File: config.mk
export PLATFORM = sky130hd
export DESIGN_NAME = koggestone_adder4
export DESIGN_NICKNAME = d
export VERILOG_FILES = /design/src/rtl/koggestone_adder4.sv
export SDC_FILE = /design/constraint.sdc
export NUM_CORES = 1
export LEC_CHECK = 0
export BUFFER_PORTS_ARGS = -buffer_cell sky130_fd_sc_hd__clkbuf_2
export CORE_AREA = 8 8 45 47
export DETAILED_ROUTE_END_ITERATION = 10
export DIE_AREA = 0 0 53 55
export PLACE_DENSITY = 0.4
export SYNTH_ARGS = -nofsm -noshare
export SYNTH_HDL_FRONTEND = slang
export SYNTH_SLANG_ARGS = --single-unit
File: constraint.sdc
create_clock -name clk -period 0.9 [get_ports clk]
set_clock_uncertainty 0.1 [all_clocks]
set_input_delay 0.18 -clock clk [delete_from_list [all_inputs] [get_ports clk]]
set_output_delay 0.18 -clock clk [all_outputs]
set_load 0.03 [all_outputs]
File: src/rtl/koggestone_adder4.sv
`default_nettype none
// ============================================================================
// Module      : koggestone_adder4
// Description : Registered unsigned adder with a Kogge-Stone carry network.
// Revision    : 1.0
// ============================================================================
module koggestone_adder4 #(
    parameter int WIDTH = 4
) (
    input  logic             clk,
    input  logic             rst,
    input  logic [WIDTH-1:0] a,
    input  logic [WIDTH-1:0] b,
    output logic [WIDTH-1:0] sum,
    output logic             carry_out
);

    localparam int c_LEVELS = $clog2(WIDTH);

    logic [WIDTH-1:0] w_p_bit;
    logic [WIDTH-1:0] w_g_cur;
    logic [WIDTH-1:0] w_p_cur;
    logic [WIDTH-1:0] w_g_nxt;
    logic [WIDTH-1:0] w_p_nxt;
    logic [WIDTH-1:0] w_g_final;
    logic [WIDTH-1:0] w_carry;
    logic [WIDTH-1:0] w_sum;

    assign w_p_bit = a ^ b;

    // Prefix levels: each level merges with the group 2^k bits below.
    always_comb begin
        w_g_cur = a & b;
        w_p_cur = w_p_bit;
        w_g_nxt = w_g_cur;
        w_p_nxt = w_p_cur;
        for (int k = 0; k < c_LEVELS; k++) begin
            w_g_nxt = w_g_cur;
            w_p_nxt = w_p_cur;
            for (int i = (1 << k); i < WIDTH; i++) begin
                w_g_nxt[i] = w_g_cur[i] | (w_p_cur[i] & w_g_cur[i - (1 << k)]);
                w_p_nxt[i] = w_p_cur[i] & w_p_cur[i - (1 << k)];
            end
            w_g_cur = w_g_nxt;
            w_p_cur = w_p_nxt;
        end
        w_g_final = w_g_cur;
    end

    // No carry-in: carry into bit 0 is zero, carry into bit i+1 is group G[i:0].
    assign w_carry = {w_g_final[WIDTH-2:0], 1'b0};
    assign w_sum   = w_p_bit ^ w_carry;

    always_ff @(posedge clk or posedge rst) begin
        if (rst) begin
            sum       <= '0;
            carry_out <= 1'b0;
        end else begin
            sum       <= w_sum;
            carry_out <= w_g_final[WIDTH-1];
        end
    end

endmodule
`default_nettype wire

==> impl_metrics.yaml <==
logic_synthesis:
  syn_inst: 17
  synth_area_leaders: "dfrtp_1 51%, ha_1 20%, a21o_1 9.1%, fa_1 8.1%, a21oi_2 3.5%"
  avgSynthCellArea_um2: 14.6
  yosys.area.top_type: "dfrtp_1"
  ys_warn_count: 0
  synth_cell_types: 8
  synthesis.nets: 32
  yosysSeqAreaShare_pct: 50.5
  synth_area_um2: 248
  yosysTopAreaCellShare_pct: 50.5
  synth_seq_cells: 5
timing:
  hold_violations: 0
  rsz0062_at_grt: "yes"
  worst_pin_slew_ns: 0.173
  finalWorstSetupSlack_ns: -0.174
  setup_violations: 7
  fmax_mhz: 931
  layout_min_cycle_time_ns: 1.07
  tns_ns: -0.918
  relSlewSlack_pct: 88.4
  finalCritPeriodShare_pct: 119
  maxSlewViolCount: 0
global_route:
  grt_overflow: 0
  grt_pass1_wl_um: 834
  grt_usage_pct: 4.23
  grt_max_degree: 6
  antenna_found_initial: 0
  grt_pass1_vias: 213
finish:
  final_cells: 54
  fin_nets: 54
  antennaDiodeCount: 0
  drive_above_1_share_pct: 60.5
  synthToLayoutAreaGrowth_pct: 97.5
power:
  pwr-share-comb_pct: 35.8
  swShare_pct: 28.3
  p_per_area_mw_per_mm2: 1680
  pwr-share-seq_pct: 34.0
  peakVddDrop_mv: 0.368
  p_int_uw: 589
  clockPowerShare_pct: 30.2
  cellLeakagePower_uw: 0.000245
  p_sw_uw: 233
outcome:
  violations: "negative setup slack"
  outcome: "finished with violations"
floorplanning:
  core_area_mm2: 0.00138
  design.die.area_mm2: 0.00292
  core.rowCount: 14
  die_w_um: 53
  die_h_um: 55
  start_util_pct: 17.9
  io_pins: 15
cts:
  clock_sinks: 5
  cts_setup_buffers: 0
  htreeDepth: 1
  path_clk_slew_ns: 0.04
  cts_buffer_depth: 2
  cts_tree: "yes"
  root_buffer: "clkbuf_4"
  cts_buffers: 3
route:
  drtIter0Drc: 0
  routedWlPerCell_um: 9.44
  viasPerCell: 3.56
  routed_wl_um: 510
  dr.pass1.iters: 1
  ant_nets: 0
  drcViolationCount: 0
  num_vias: 192
placed_design:
  gp_congestion: 0.650
  dp_hpwl_um: 461
  placed_cells_incl_taps: 49
  port_buffers: 14
critical_path:
  required_ns: 0.92
  worstPathMaxFanout: 2
  crit_type: "input port to register"
  path_common_cell: "a21o_1"
  cp_slowest_stage_delay_ns: 0.35
  cp_cell_sequence: "buf_6 > ha_4 > fa_2 > a21o_1 > a21o_1"
  critPathCaptureType: "register"
  start_kind: "input port"
  slowest_stage: "fa_2"
  critPathArrivalTime_ns: 1.10
job:
  drv_cap: 0
min_path:
  holdPathEnd: "sum[0]$_DFF_PP0_"
  hp-class: "input port to register"
  hp-start: "b[0]"
  hold_path_depth: 2
-- cells in the final DEF, fill, tap and decap left out --
| master | count |
|---|---|
| clkbuf_2 | 6 |
| dfrtp_1 | 5 |
| buf_8 | 5 |
| buf_6 | 4 |
| a21o_1 | 3 |
| clkbuf_4 | 3 |
| ha_4 | 2 |
| ha_1 | 2 |
| xor2_1 | 1 |
| a21oi_2 | 1 |
| xnor2_1 | 1 |
| inv_1 | 1 |
| fa_2 | 1 |
| clkbuf_1 | 1 |
| dlygate4sd3_1 | 1 |
| buf_4 | 1 |
-- worst max path at each step --
stage | depth (start not counted) | end | startpoint
floorplan | 4 | carry_out$_DFF_PP0_ | a[0]
global placement | 5 | carry_out$_DFF_PP0_ | a[0]
detailed placement | 5 | carry_out$_DFF_PP0_ | a[0]
CTS | 5 | carry_out$_DFF_PP0_ | a[0]
global route | 5 | carry_out$_DFF_PP0_ | a[0]
finish | 5 | carry_out$_DFF_PP0_ | a[0]
-- sequential cells by signal, summed over array words and instances (netlist names) --
signal,flops
sum,4
carry_out,1
-- worst max-delay path, delay by kind of cell --
family / cells / cell delay, ns
AO/OA/AOI/OAI: 2 / 0.32
adder cells (fa/ha/maj): 2 / 0.50
buffers and inverters: 1 / 0.10
-- cells in the mapped netlist --
cell type	count
xnor2_1	1
a21o_1	3
inv_1	1
fa_1	1
ha_1	4
a21oi_2	1
xor2_1	1
dfrtp_1	5
-- metrics by stage --
stage | setup slack (ns) | power [uW] | area, um^2 | utilization, % | hold WS, ns
CTS | -0.165 | 804 | 460 | 33.3 | 0.0857
global route | -0.190 | 868 | 489 | 35.4 | 0.0576
global placement | -0.428 | 483 | 368 | 26.6 | -0.0412
floorplan | -0.290 | 402 | 263 | - | -0.141
detailed placement | -0.428 | 484 | 368 | 26.6 | -0.0320
finish | -0.174 | 822 | 489 | 35.4 | 0.0573
-- power groups by stage --
stage,clock [uW],sequential (uW),combinational [uW]
3_3_place_gp,0,269,214
6_report,248,280,294
3_5_place_dp,0,269,215
5_1_grt,271,281,315
2_1_floorplan,0,341,61.2
4_1_cts,259,271,274
-- cell families (layout without fill, tap and decap cells) --
| kind of cell | count (synthesis) | after routing | synth area share (%) |
|---|---|---|---|
| DFF | 5 | 5 | 50.5 |
| buffers and inverters | 1 | 22 | 1.51 |
| AOI/OAI and AO/OA | 4 | 4 | 12.6 |
| adders and majority gates | 5 | 5 | 28.3 |
| xor gates and xnor gates | 2 | 2 | 7.07 |
-- cell type report --
class | instances | area, um^2
clock buffer | 4 | 26.3
fill | 143 | 895
inverter | 1 | 3.75
multi-input combinational | 11 | 146
sequential | 5 | 125
tap | 16 | 20.0
timing repair buffer | 17 | 168
-- repair_timing --
| item | 4_1_cts | 5_1_grt |
|---|---|---|
| hold endpoints to repair | 5 | 0 |
| gates resized for setup | 11 | 11 |
| pin swaps | 1 | 0 |
| hold buffers | 1 | 0 |
| setup endpoints to repair | 8 | 8 |
| cloned | 0 | 0 |
-- layer usage --
layer / vias up / global-route usage (%) / part of all wire, % / routed length (um)
li1: 100 / - / - / -
met4: 0 / 6.47 / 0 / 0
met3: 0 / 2.41 / 14 / 73
met1: 84 / 3.54 / 33 / 166
met2: 8 / 5.86 / 53 / 270
met5: - / 0 / 0 / 0
Power figures use the tool's default switching activity.
